<file path="src/rtl/demon_baby_pkg.sv">
// Shared types and constants for the demon-baby tile: arbiter state encoding,
// output bus width and the blank payload shown when no requester owns uo_out.
package demon_baby_pkg;
  localparam int IO_WIDTH = 8;
  localparam logic [IO_WIDTH-1:0] BLANK = 8'h00;

  typedef enum logic [1:0] {
    ST_IDLE  = 2'd0,
    ST_GRANT = 2'd1,
    ST_GAP   = 2'd2
  } arb_state_e;
endpackage

</file>
<file path="src/rtl/demon_baby_prescaler.sv">
// Free-running divider: emits a registered one-cycle tick after every MAX_COUNT
// clocks. Held cleared while ena is low. Also used by the pet timers.
module demon_baby_prescaler #(
  parameter int MAX_COUNT = 10_000_000
) (
  input  logic clk,
  input  logic rst_n,
  input  logic ena,
  output logic tick
);
  localparam int CW = $clog2(MAX_COUNT);
  localparam logic [CW-1:0] LAST = CW'(MAX_COUNT - 1);

  logic [CW-1:0] cnt_q, cnt_d;
  logic          tick_q;

  always_comb cnt_d = (cnt_q == LAST) ? '0 : cnt_q + CW'(1);

  always_ff @(posedge clk or negedge rst_n) begin
    if (!rst_n) begin
      cnt_q  <= '0;
      tick_q <= 1'b0;
    end else if (!ena) begin
      cnt_q  <= '0;
      tick_q <= 1'b0;
    end else begin
      cnt_q  <= cnt_d;
      tick_q <= (cnt_q == LAST);
    end
  end

  assign tick = tick_q;
endmodule

</file>
<file path="src/rtl/demon_baby_io_arbiter.sv">
// Round-robin time-slice arbiter for the tile's 8-bit output bus. Each grant
// lasts SLOT_TICKS prescaler ticks. Define DEMON_BABY_GAP_EN to blank until the next tick after each release.
module demon_baby_io_arbiter
  import demon_baby_pkg::*;
#(
  parameter int NUM_REQ    = 4,
  parameter int MAX_COUNT  = 10_000_000,
  parameter int SLOT_TICKS = 4
) (
  input  logic                        clk,
  input  logic                        rst_n,
  input  logic                        ena,
  input  logic [NUM_REQ-1:0]          req,
  input  logic [IO_WIDTH*NUM_REQ-1:0] req_data,
  output logic [NUM_REQ-1:0]          grant,
  output logic [IO_WIDTH-1:0]         out_data,
  output logic                        out_valid,
  output logic                        tick
);
  localparam int PW = (NUM_REQ > 1) ? $clog2(NUM_REQ) : 1;
  localparam int SW = $clog2(SLOT_TICKS + 1);

  arb_state_e                        state_q;
  logic [PW-1:0]                     ptr_q, win_q, win_d, ptr_d;
  logic [SW-1:0]                     slot_q, slot_d;
  logic [NUM_REQ-1:0]                grant_q;
  logic [IO_WIDTH-1:0]               data_q;
  logic                              valid_q;
  logic                              release_d;
  logic [NUM_REQ-1:0][IO_WIDTH-1:0]  req_data_v;

  assign req_data_v = req_data;

  demon_baby_prescaler #(.MAX_COUNT(MAX_COUNT)) u_presc (
    .clk   (clk),
    .rst_n (rst_n),
    .ena   (ena),
    .tick  (tick)
  );

  // Rotating priority: descending scan so the lowest offset from ptr wins.
  always_comb begin
    win_d = '0;
    for (int off = NUM_REQ - 1; off >= 0; off--) begin
      if (req[(int'(ptr_q) + off) % NUM_REQ])
        win_d = PW'((int'(ptr_q) + off) % NUM_REQ);
    end
  end

  always_comb begin
    slot_d    = slot_q + SW'(1);
    ptr_d     = (win_q == PW'(NUM_REQ - 1)) ? '0 : win_q + PW'(1);
    release_d = !req[win_q] || (tick && (slot_d == SW'(SLOT_TICKS)));
  end

  always_ff @(posedge clk or negedge rst_n) begin
    if (!rst_n) begin
      state_q <= ST_IDLE;
      ptr_q   <= '0;
      win_q   <= '0;
      slot_q  <= '0;
      grant_q <= '0;
      data_q  <= BLANK;
      valid_q <= 1'b0;
    end else if (!ena) begin
      state_q <= ST_IDLE;
      ptr_q   <= '0;
      win_q   <= '0;
      slot_q  <= '0;
      grant_q <= '0;
      data_q  <= BLANK;
      valid_q <= 1'b0;
    end else begin
      unique case (state_q)
        ST_IDLE: begin
          slot_q <= '0;
          data_q <= BLANK;
          if (|req) begin
            state_q <= ST_GRANT;
            win_q   <= win_d;
            grant_q <= NUM_REQ'(1) << win_d;
            valid_q <= 1'b1;
          end else begin
            grant_q <= '0;
            valid_q <= 1'b0;
          end
        end
        ST_GRANT: begin
          if (release_d) begin
            grant_q <= '0;
            valid_q <= 1'b0;
            data_q  <= BLANK;
            ptr_q   <= ptr_d;
`ifdef DEMON_BABY_GAP_EN
            state_q <= ST_GAP;
`else
            state_q <= ST_IDLE;
`endif
          end else begin
            data_q <= req_data_v[win_q];
            if (tick) slot_q <= slot_d;
          end
        end
`ifdef DEMON_BABY_GAP_EN
        ST_GAP: begin
          if (tick) state_q <= ST_IDLE;
        end
`endif
        default: state_q <= ST_IDLE;
      endcase
    end
  end

  assign grant     = grant_q;
  assign out_data  = data_q;
  assign out_valid = valid_q;
endmodule

</file>
<file path="config.mk">
export PLATFORM = sky130hd
export DESIGN_NAME = demon_baby_io_arbiter
export DESIGN_NICKNAME = d
export VERILOG_FILES = /design/src/rtl/demon_baby_pkg.sv /design/src/rtl/demon_baby_prescaler.sv /design/src/rtl/demon_baby_io_arbiter.sv
export SDC_FILE = /design/constraint.sdc
export NUM_CORES = 1
export LEC_CHECK = 0
export CAP_MARGIN = 20
export CORE_MARGIN = 8
export CORE_UTILIZATION = 30
export DETAILED_ROUTE_END_ITERATION = 16
export GPL_TIMING_DRIVEN = 0
export PLACE_DENSITY = 0.5
export SLEW_MARGIN = 20
export SYNTH_ARGS = -nofsm -noshare
export SYNTH_HDL_FRONTEND = slang
export SYNTH_HIERARCHICAL = 1
export SYNTH_SLANG_ARGS = --single-unit
</file>
<file path="constraint.sdc">
create_clock -name clk -period 2.1 [get_ports clk]
set_clock_uncertainty 0.2 [all_clocks]
set_input_delay 0.42 -clock clk [delete_from_list [all_inputs] [get_ports clk]]
set_output_delay 0.42 -clock clk [all_outputs]
set_load 0.005 [all_outputs]
</file>
-- Word level (Yosys, flattened, before mapping)
Index checks and enable logic that the tools add are counted.
- bits in registers: 47
- bits of input ports: 39
- output and inout port bits: 14
- add/sub/neg operators: 6
- $lt $le $gt $ge: 5
- eq/ne operators: 13
- shifts and indexed selects: 1
- mux-type cells: 48
- bitwise operators: 3
- reductions and logical operators: 13
- operator list (kind ; number):
    2-to-1 mux 24 bit ; 2
    2-to-1 mux 2 bit ; 14
    adder 24 x 1 -> 24 bit (second input constant) ; 1
    == test 24 bit (second input constant) ; 1
    2-to-1 mux 8 bit ; 3
    binary-select mux 8 bit (select 2 bit) ; 1
    case mux 8 bit (2 select lines) ; 1
    < comparator 3 x 4 -> 1 bit (second input constant) ; 3
    2-to-1 mux 1 bit ; 12
    2-to-1 mux 4 bit ; 3
    binary-select mux 1 bit (select 2 bit) ; 5
    2-to-1 mux 3 bit ; 3
    inequality test 3 bit (second input constant) ; 3
    inequality test 2 x 1 -> 1 bit (second input constant) ; 4
    case mux 4 bit (2 select lines) ; 1
    AND reduction 2 bit ; 4
    < comparator 2 x 3 -> 1 bit (second input constant) ; 2
    case mux 3 bit (2 select lines) ; 1
    OR reduction 2 bit ; 3
    adder 2 x 1 -> 2 bit (second input constant) ; 2
    adder 2 bit (second input constant) ; 2
    case mux 2 bit (2 select lines) ; 1
    OR reduction 4 bit ; 1
    left shift 1 x 2 -> 4 bit (first input constant) ; 1
    other kinds (13) ; 15

-- Longest topological paths before layout
Gate-level depths: netlist of run 1.
- depth in word-level cells: 14
- gate-level depth with buffers: 6

-- Modules after synthesis
Netlist of run 1, hierarchy kept.
- by module, submodules not included (module ; instances ; cells an instance ; area each (µm²) ; seq. area each (µm²)):
    demon_baby_prescaler ; 1 ; 131 ; 1275.0 ; 625.6
    demon_baby_io_arbiter ; 1 ; 96 ; 1187.4 ; 525.5

-- Worst setup path after synthesis of run 1
No wires, ideal clock.
- path kind: register to register
- start point: reg u_presc.cnt_q[0]
- end point: reg u_presc.cnt_q[20]
- setup time: 0.073 ns
- arrival time: 1.776 ns
- slack: 0.051 ns
- stages on the path, launching flop included: 7
- period minus slack after synthesis: 2.049 ns
- cells stage by stage: dfrtp_1 -> ha_1 -> nand2_1 -> or3_1 -> buf_2 -> or4_4 -> a21oi_2
- longest elaborated chain between the ends: 3
- RTL lines (item ; RTL line ; text):
    start, declared ; demon_baby_prescaler.sv:14 ; logic [CW-1:0] cnt_q, cnt_d;
    start signal, assigned ; demon_baby_prescaler.sv:27 ; cnt_q <= cnt_d;
    adder 24 x 1 -> 24 bit or == test 24 bit (tied branches) ; demon_baby_prescaler.sv:17 ; always_comb cnt_d = (cnt_q == LAST) ? '0 : cnt_q + CW'(1);
    2-to-1 mux 24 bit (*) ; demon_baby_prescaler.sv:17 ;
    2-to-1 mux 24 bit (*) ; demon_baby_prescaler.sv:23 ; end else if (!ena) begin
Every way passes the cells marked *; elsewhere a longest branch is shown, timed or not.
A chain may end at the register's enable or synchronous reset.

-- Final worst setup path of run 1
- start point: reg u_presc.cnt_q[1]
- end point: reg u_presc.cnt_q[20]
The elaborated chain is that of the path after synthesis.

==> metrics, run 1 <==
vias post-DR roughly 2000; Net Sw Power 0.517 mW; Row Count 33; max_cap viols 0; total CTS buffers 5; CP delay by family, top simple AND/OR/NAND/NOR gates; syn nets around 270; Post-Syn Instances between 200 and 250; Remaining DRCs 0; highest ir drop seen on vdd 288 µV; Seq pwr share 46.9%; Setup crit start kind register; total die area around 11000 µm²; WL met3 212 µm; htree depth 2; Top Ports between 50 and 60; global-route total usage across every layer 11.1%; Final nets 331; Port Buf Inserts 51; Routed Antenna Nets 0; Post-synth EDFFs 0; Die Y-Extent 107 µm; slowest stage cell, crit path or4_4; Root Driver clkbuf_8; Placed Cells 384; clock tree from TritonCTS built; DRT iter0 DRCs 68; Seq/Total Area, Yosys ~47%; Top Layer Used met4; Worst slew margin 55.9%; routability cong. 0.743; initial antenna violation count 0; Floorplan Core Area ~8100 µm²; CP Cell Sequence ha_4 -> nand2_2 -> or3_4 -> or4_4 -> a21oi_2; Worst path max stage delay 0.52 ns; Crit Path Category register to register; share of cells above drive strength 1 18.3%; clock buffer depth 2; Skew-Pair Late Insertion Delay 0.30 ns; Antenna diodes 0; endpoints failing setup 0; commonest cells in the synthesized netlist 46 x dfrtp_1, 24 x nor2_1, 13 x nand2_1; met2 wire length between 3000 and 4000 µm; Final Instance Count excl. Fillers 395; Synth Flop Type dfrtp_1; gr ovfl total 0; Fmax around 490 MHz; Ys Warns 6; Critical Path AT roughly 2.1 ns; largest net degree at the start of global routing 27; Routed WL per cell approximately 16 µm; final hold slack roughly 0.30 ns; Logic pwr share a little under a fifth; Synth Cell Area roughly 2500 µm²; asr flop ratio synth 100%; Final Hold Vio Count 0; Internal 1.50 mW; vias per inst 4.98; Yosys top cell by area dfrtp_1; worst slew pin tran between 0.6 and 0.7 ns; library cells used by synthesis just over 50; Slew Limit Fails 0; CP required 2.14 ns; Clock Power Share 34.6%; number of global-route vias before repair about 2000; post-route setup slack around 0.078 ns; FF+latch count, synth between 40 and 50; DRT Pass-1 Iters 4; Pleak between 1 and 1.5 nW; clk sink count between 40 and 50; status finished clean; clock transition at the registers of the reported paths about 0.10 ns; Buf/Inv on CP 0; Net Sw Frac 25.6%; chip width roughly 110 µm; Power Dens Cells between 600 and 700 nW/µm²; critical-path maximum fanout 8; post-synth top area share 46.7%; met1 WL 2780 µm; synth top area cells dfrtp_1 47%, mux4_2 8.2%, nor2_1 3.7%; Syn Area/Cell approximately 11 µm²; unrepaired setup endpoints after global routing true; endpoint type of the worst setup path register; most common cell in the netlist dfrtp_1; final period utilization 96.3%; final WL between 6000 and 7000 µm; crit path time final roughly 2.0 ns; Initial Utilization a little under a third; HPWL Detailed about 4600 µm; first-pass GRT wire length slightly above 10000 µm; Post-Place Worst Slack -0.271 ns; P&R area growth vs syn 35.6%; HP Class register to register
## area by class of cell
| class | count | area (µm²) |
|---|---|---|
| Timing Repair Buffer | 58 | 581 |
| Sequential cell | 46 | 1160 |
| Inverter | 8 | 30.0 |
| Multi-Input combinational cell | 164 | 1280 |
| Tap cell | 105 | 131 |
| Buffer | 6 | 40.0 |
| Fill cell | 808 | 4750 |
| Clock inverter | 3 | 47.5 |
| Clock buffer | 5 | 68.8 |
## stage by stage
step | utilization [%] | setup TNS (ns) | area, µm² | total power, mW
2_1_floorplan | - | 0 | 2460 | 1.15
3_3_place_gp | 38.4 | -51.50 | 3100 | 1.32
3_5_place_dp | 38.6 | -5.22 | 3130 | 1.32
4_1_cts | 40.7 | -0.00987 | 3290 | 2.05
5_1_grt | 41.3 | -0.00943 | 3340 | 2.13
6_report | 41.3 | 0 | 3340 | 2.02
## final timing paths
kind | startpoint | end | slack [ns] | cells after the start
min in group asynchronous | rst_n | u_presc/cnt_q[0] | 0.47 | 2
max reg2reg | u_presc/cnt_q[1] | u_presc/cnt_q[20] | 0.08 | 5
min reg2reg | grant[1] | grant[1] | 0.30 | 1
max | u_presc/cnt_q[1] | u_presc/cnt_q[20] | 0.08 | 5
max in group asynchronous | rst_n | u_presc/cnt_q[8] | 0.68 | 3
min | grant[1] | grant[1] | 0.30 | 1
## kinds of logic after synthesis
logic type	Yosys count	synth area share (%)
simple gates	95	21.9
buf+inv	17	3.15
xor+xnor	16	5.69
compound gates	40	12.3
flops	46	46.7
fa+ha+maj	3	1.52
mux	10	8.64
## sequential cells by signal, summed over array words and instances (netlist names)
name and cells:
u_presc/cnt_q 24, out_data 8, grant 4, slot_q 3, ptr_q 2, win_q 2
out_valid 1, state_q 1, u_presc/tick 1
## repair_timing
| item | in CTS | in global routing |
|---|---|---|
| setup endpoints to repair | 21 | 26 |
| gates resized for setup | 8 | 10 |
| setup buffers | 2 | 3 |
| pin swaps | 1 | 1 |
| hold buffers | 1 | 0 |
| hold endpoints to repair | 25 | 0 |
## power by group through the flow
| stage | logic, mW | registers [mW] | clock network [mW] |
|---|---|---|---|
| 3_3_place_gp | 0.355 | 0.962 | 0 |
| 3_5_place_dp | 0.362 | 0.962 | 0 |
| 2_1_floorplan | 0.189 | 0.959 | 0 |
| 6_report | 0.373 | 0.946 | 0.698 |
| 5_1_grt | 0.410 | 0.950 | 0.766 |
| 4_1_cts | 0.374 | 0.945 | 0.729 |
## cell usage in the layout (no fill, tap or decap), drive strengths merged, types with 2 or more instances in the layout
master | Yosys | final
a211oi | 2 | 2
clkdlybuf4s50 | 0 | 50
xor2 | 6 | 6
o31ai | 6 | 6
dfrtp | 46 | 46
xnor2 | 10 | 10
and4 | 2 | 2
a21o | 3 | 3
or4 | 4 | 4
nor2b | 9 | 9
mux4 | 9 | 9
nand4 | 10 | 10
nand2 | 13 | 13
clkbuf | 3 | 6
nand3 | 6 | 6
or3 | 6 | 6
nor3 | 2 | 2
buf | 6 | 12
nand2b | 2 | 2
ha | 3 | 3
inv | 8 | 10
and3 | 3 | 3
nor2 | 25 | 25
a32o | 4 | 4
o21ai | 7 | 7
a21oi | 11 | 11
nor4 | 6 | 6
## metal layers
layer / track usage (%) / up-vias
met4: 3.32 / 0
met5: 0 / -
met2: 18.7 / 26
li1: - / 961
met1: 14.0 / 978
met3: 2.34 / 4
Power figures use the tool's default switching activity.
==> run 2, diff against run 1 <==
CTS_CLUSTER_DIAMETER = 60   (was default)
DONT_BUFFER_PORTS = 1   (was default)
PLACE_DENSITY = 0.41   (was 0.5)
RECOVER_POWER = 50   (was default)
==> run 2 against run 1 <==
Compared with the run above: clock power fell by 6.6%; largest cell class unchanged; combinational power fell by 32%; sequential share of layout area rose by 6.2 points; non-clock buffer count fell by 46.
==> metrics, run 2 (synthesis results as in run 1) <==
Post-Place Worst Slack -0.192 ns (+0.0784 ns); routability cong. 0.743 (about the same); Biggest register u_presc/cnt_q; vias per inst 5.00 (+0.36%); gr ovfl total 0 (unchanged); max FFs per register 24 (unchanged); Final Cell Area 2830 µm² (-15%); share of cells above drive strength 1 22.1% (+3.9 points); Routed WL per cell 16.0 µm (+2.4%); commonest cells after routing, fill and taps aside 41 x dfrtp_1, 24 x nor2_1, 12 x nand2_1; Clock Power Share 35.2% (+0.6 points); Net Sw Frac 24.8% (-0.87 points); Final nets 285 (-14%); global-route total usage across every layer 10.3% (-0.83 points); total CTS buffers 5 (unchanged); slowest stage cell, crit path or4_4; htree depth 2 (unchanged); Filler Cells Inserted 842 (+4.2%); DRT Pass-1 Iters 4 (unchanged); unrepaired setup endpoints after global routing true; Setup TNS Final 0 ns (unchanged); worst slew pin tran 1.04 ns (+0.381 ns); Port Buf Inserts 0 (-100%); Power Dens Cells 654 nW/µm² (+8.4%); Slew Limit Fails 0 (unchanged); Final Hold Vio Count 0 (unchanged); Fmax 490 MHz (-0.94%); Floorplan Core Area 8090 µm² (unchanged); endpoints failing setup 0 (unchanged); Setup crit start kind register; Remaining DRCs 0 (unchanged); Routed Antenna Nets 0 (unchanged); vias post-DR 1746 (-11%); leading cell type in the layout, fill and taps excluded dfrtp_1; crit path time final 2.04 ns (+0.0192 ns); DRT iter0 DRCs 76 (+12%); Die Y-Extent 107 µm (unchanged); Root Driver clkbuf_8; max_cap viols 0 (unchanged); Worst slew margin 30.5% (-25 points); P&R area growth vs syn 15.0%; HPWL Detailed 4130 µm (-11%); hold depth 1 (unchanged); HP Class primary input to register; clock transition at the registers of the reported paths 0.09 ns (about the same); Seq pwr share 51.2% (+4.3 points); Pleak 1.15 nW (-13%); CP Cell Sequence nand4_4 -> or3_4 -> buf_6 -> or4_4 -> a21oi_2; Internal 1.39 mW (-7.1%); Post-DP Area 2590 µm² (-17%); largest net degree at the start of global routing 47 (+74%); clock buffer depth 2 (unchanged); Crit Path Category register to register; Initial Utilization 30.4% (unchanged); endpoint type of the worst setup path register; clock tree from TritonCTS built; critical-path maximum fanout 8 (unchanged); highest ir drop seen on vdd 320 µV (+11%); Row Count 33 (unchanged); Critical Path AT 2.07 ns (about the same); post-route setup slack 0.0583 ns (-0.0192 ns); number of global-route vias before repair 1846 (-7.2%); initial antenna violation count 0 (unchanged); first-pass GRT wire length 9420 µm (-7.9%); Top Ports 53 (unchanged); Antenna diodes 0 (unchanged); Skew-Pair Late Insertion Delay 0.30 ns (about the same); CP required 2.13 ns (about the same); Net Sw Power 0.459 mW (-11%); status finished clean; clk sink count 46 (unchanged); R2R depth 5 (unchanged); Worst path max stage delay 0.50 ns (-0.02 ns); Logic pwr share 13.6% (-4.9 points); post-layout util 35.0% (-6.3 points); final WL 5590 µm (-9.6%); total die area 11400 µm² (unchanged); final period utilization 97.2% (+0.91 points); chip width 107 µm (unchanged)
==> run 2: cell count changes in the layout (fill, tap and decap cells not counted), sizes merged <==
cell           delta
clkinv            +2
clkbuf            +1
buf               +3
clkdlybuf4s50    -50
inv               -2
==> run 2: metrics by stage <==
step	hold slack, ns	power, mW	std cells
2_1_floorplan	-0.0756	1.15	227
3_3_place_gp	-0.0741	1.19	332
3_5_place_dp	-0.0739	1.19	332
4_1_cts	0.0401	1.91	345
5_1_grt	0.0359	1.96	349
6_report	0.0544	1.85	349
==> run 2: cell type report <==
type,count,area [µm²],area share [%]
inverters,8,30.0,1.06
well taps,105,131,4.64
clock buffers,5,68.8,2.43
clock inverters,3,40.0,1.41
plain buffers,8,62.6,2.21
flip-flops and latches,46,1160,40.9
multi-input cells,164,1270,44.7
repair buffers,10,75.1,2.65
==> run 2: what timing repair did <==
action	CTS	global route
hold buffers	2	0
endpoints found under the setup margin	21	21
pin swaps	1	4
hold endpoints to repair	46	0
buffers inserted	3	5
resized for setup	12	7
==> run 2: worst paths after layout <==
check | from | end | slack [ns]
setup / recovery | u_presc/cnt_q[3] | u_presc/cnt_q[20] | 0.06
hold / removal | ena | win_q[1] | 0.05
setup reg to reg | u_presc/cnt_q[3] | u_presc/cnt_q[20] | 0.06
hold reg to reg | out_valid | out_valid | 0.32
max in group asynchronous | rst_n | u_presc/cnt_q[8] | 0.33
min in group asynchronous | rst_n | win_q[0] | 0.65
==> run 2: power groups by stage <==
stage          sequential, mW  combinational (mW)  clock, mW
6_report                0.948               0.252      0.652
5_1_grt                 0.954               0.283      0.723
4_1_cts                 0.951               0.263      0.692
2_1_floorplan           0.959               0.189          0
3_5_place_dp            0.968               0.225          0
3_3_place_gp            0.968               0.226          0
==> run 2: critical path, delay by kind of cell, from the launching register on <==
family / cells / cell delay, ns
DFF: 1 / 0.42
buffers and inverters: 1 / 0.14
and+or+nand+nor: 3 / 1.09
AOI/OAI and AO/OA: 1 / 0.13
==> run 2: metal layers <==
metal / global-route usage, % / up-vias / wire length (µm)
met2: 16.2 / 19 / 2720
met1: 13.3 / 852 / 2570
met4: 2.71 / 0 / 49
met3: 3.24 / 4 / 256
li1: - / 871 / -
met5: 0 / - / 0
==> run 3, diff against run 2 <==
PLACE_DENSITY = 0.45   (was 0.41)
==> run 3 against run 2 <==
Compared with the run above: wire length up 2.9%; maximum frequency up 1.6%; flip-flop and latch count unchanged; non-clock buffer count down 4; combinational power up 2%; first-iteration DRC count shrank 21%; critical path depth stayed put; worst setup slack improved by 0.031 ns; register-to-register slack gained 0.03 ns; final cell count decreased by 1.4%; critical endpoint unchanged; highest routed layer unchanged.
==> metrics, run 3 (synthesis results as in run 1) <==
Slew Limit Fails 0 (unchanged); Antenna diodes 0 (unchanged); max_cap viols 0 (unchanged); worst slew pin tran 1.06 ns (+0.0225 ns); final period utilization 95.7% (-1.5 points); HPWL Detailed 4030 µm (-2.4%); total CTS buffers 5 (unchanged); Net Sw Frac 24.7% (-0.10 points); Post-DP Area 2590 µm² (unchanged); Final Cell Area 2800 µm² (-1.2%); Pleak 1.13 nW (-2.0%); DRT iter0 DRCs 60 (-21%); number of global-route vias before repair 1848 (+0.11%); Floorplan Core Area 8090 µm² (unchanged); largest net degree at the start of global routing 47 (unchanged); Row Count 33 (unchanged); commonest cells after routing, fill and taps aside 41 x dfrtp_1, 24 x nor2_1, 12 x nand2_1; endpoints failing setup 0 (unchanged); Final Hold Vio Count 0 (unchanged); global-route total usage across every layer 10.4% (+0.17 points); Post-Place Worst Slack -0.172 ns (+0.0201 ns); leading cell type in the layout, fill and taps excluded dfrtp_1; initial antenna violation count 0 (unchanged); HP Class primary input to register; post-route setup slack 0.0896 ns (+0.0313 ns); Crit Path Category register to register; Power Dens Cells 676 nW/µm² (+3.3%); first-pass GRT wire length 9650 µm (+2.4%); Clock Power Share 36.3% (+1.1 points); Remaining DRCs 0 (unchanged); clk sink count 46 (unchanged); vias per inst 5.29 (+5.7%); htree depth 2 (unchanged); Seq pwr share 50.1% (-1.1 points); final WL 5760 µm (+2.9%); Routed Antenna Nets 0 (unchanged); Crit. Startpoint u_presc/cnt_q[1]; total die area 11400 µm² (unchanged); share of cells above drive strength 1 20.5% (-1.6 points); vias post-DR 1819 (+4.2%); Hold Crit Start ena; Die Y-Extent 107 µm (unchanged); highest ir drop seen on vdd 224 µV (-30%); Setup crit start kind register; CP Cell Sequence ha_1 -> nand2_2 -> or3_4 -> or4_4 -> a21oi_2; crit path time final 2.01 ns (-0.0313 ns); clock buffer depth 2 (unchanged); post-layout util 34.6% (-0.42 points); CP required 2.14 ns (about the same); Worst path max stage delay 0.52 ns (+0.02 ns); Critical Path AT 2.05 ns (-0.02 ns); Final Instance Count excl. Fillers 344 (-1.4%); gr ovfl total 0 (unchanged); DRT Pass-1 Iters 4 (unchanged); worst r2r src u_presc/cnt_q[1]; Logic pwr share 13.6% (about the same); clock transition at the registers of the reported paths 0.09 ns (about the same); Routed WL per cell 16.7 µm (+4.4%); Internal 1.42 mW (+2.2%); Final nets 281 (-1.4%); status finished clean; Net Sw Power 0.467 mW (+1.7%); slowest stage cell, crit path or4_4; critical-path maximum fanout 8 (unchanged); Port Buf Inserts 0 (unchanged); routability cong. 0.731 (-1.7%); chip width 107 µm (unchanged); Biggest register u_presc/cnt_q; Worst slew margin 29.0% (-1.5 points); Root Driver clkbuf_8; Top Ports 53 (unchanged); max FFs per register 24 (unchanged); clock tree from TritonCTS built; Initial Utilization 30.4% (unchanged); endpoint type of the worst setup path register; P&R area growth vs syn 13.6%; Skew-Pair Late Insertion Delay 0.30 ns (about the same); Fmax 497 MHz (+1.6%); Placed Cells 332 (unchanged)
run 3: final cells by class:
class / count / area (µm²)
Fill cell: 845 / 5300
Multi-Input combinational cell: 164 / 1270
Sequential cell: 46 / 1160
Tap cell: 105 / 131
Clock buffer: 6 / 82.6
Timing Repair Buffer: 7 / 52.6
Buffer: 7 / 47.5
Clock inverter: 1 / 30.0
Inverter: 8 / 30.0
run 3: what timing repair did:
item | in CTS | in global routing
buffers inserted | 3 | 2
setup endpoints to repair | 21 | 21
hold buffers | 2 | 0
hold endpoints to repair | 46 | 0
pin swaps | 1 | 1
gates resized for setup | 9 | 6
run 3: final timing paths:
kind | end | slack, ns | depth (start not counted)
setup / recovery | u_presc/cnt_q[20] | 0.09 | 5
hold / removal | win_q[1] | 0.03 | 1
setup reg to reg | u_presc/cnt_q[20] | 0.09 | 5
hold reg to reg | u_presc/cnt_q[0] | 0.34 | 2
max in group asynchronous | u_presc/cnt_q[4] | 0.31 | 2
min in group asynchronous | out_data[0] | 0.66 | 2
run 3: power by group through the flow:
stage | sequential [mW] | clock [mW] | combinational (mW)
floorplan | 0.959 | 0 | 0.189
global placement | 0.968 | 0 | 0.226
detailed placement | 0.967 | 0 | 0.224
CTS | 0.949 | 0.717 | 0.263
global route | 0.953 | 0.753 | 0.290
finish | 0.948 | 0.686 | 0.257
run 3: worst max-delay path: cells and delay by family (launching register included):
family          cells  cell delay, ns
simple gates        3            1.07
flops               1            0.36
fa+ha+maj           1            0.19
compound gates      1            0.14
run 3: metal layers:
| metal | track usage [%] | up-vias | wire (µm) |
|---|---|---|---|
| met3 | 3.60 | 7 | 466 |
| met5 | 0 | - | 0 |
| met4 | 3.32 | 0 | 70 |
| met2 | 16.0 | 54 | 2610 |
| met1 | 13.5 | 901 | 2610 |
| li1 | - | 857 | - |
run 3: per-stage QoR:
step / power [mW] / hold WS, ns / TNS, ns
global route: 2.00 / 0.0110 / -0.00774
CTS: 1.93 / 0.0217 / 0
detailed placement: 1.19 / -0.0740 / -2.75
finish: 1.89 / 0.0299 / 0
global placement: 1.19 / -0.0741 / -2.73
floorplan: 1.15 / -0.0756 / 0
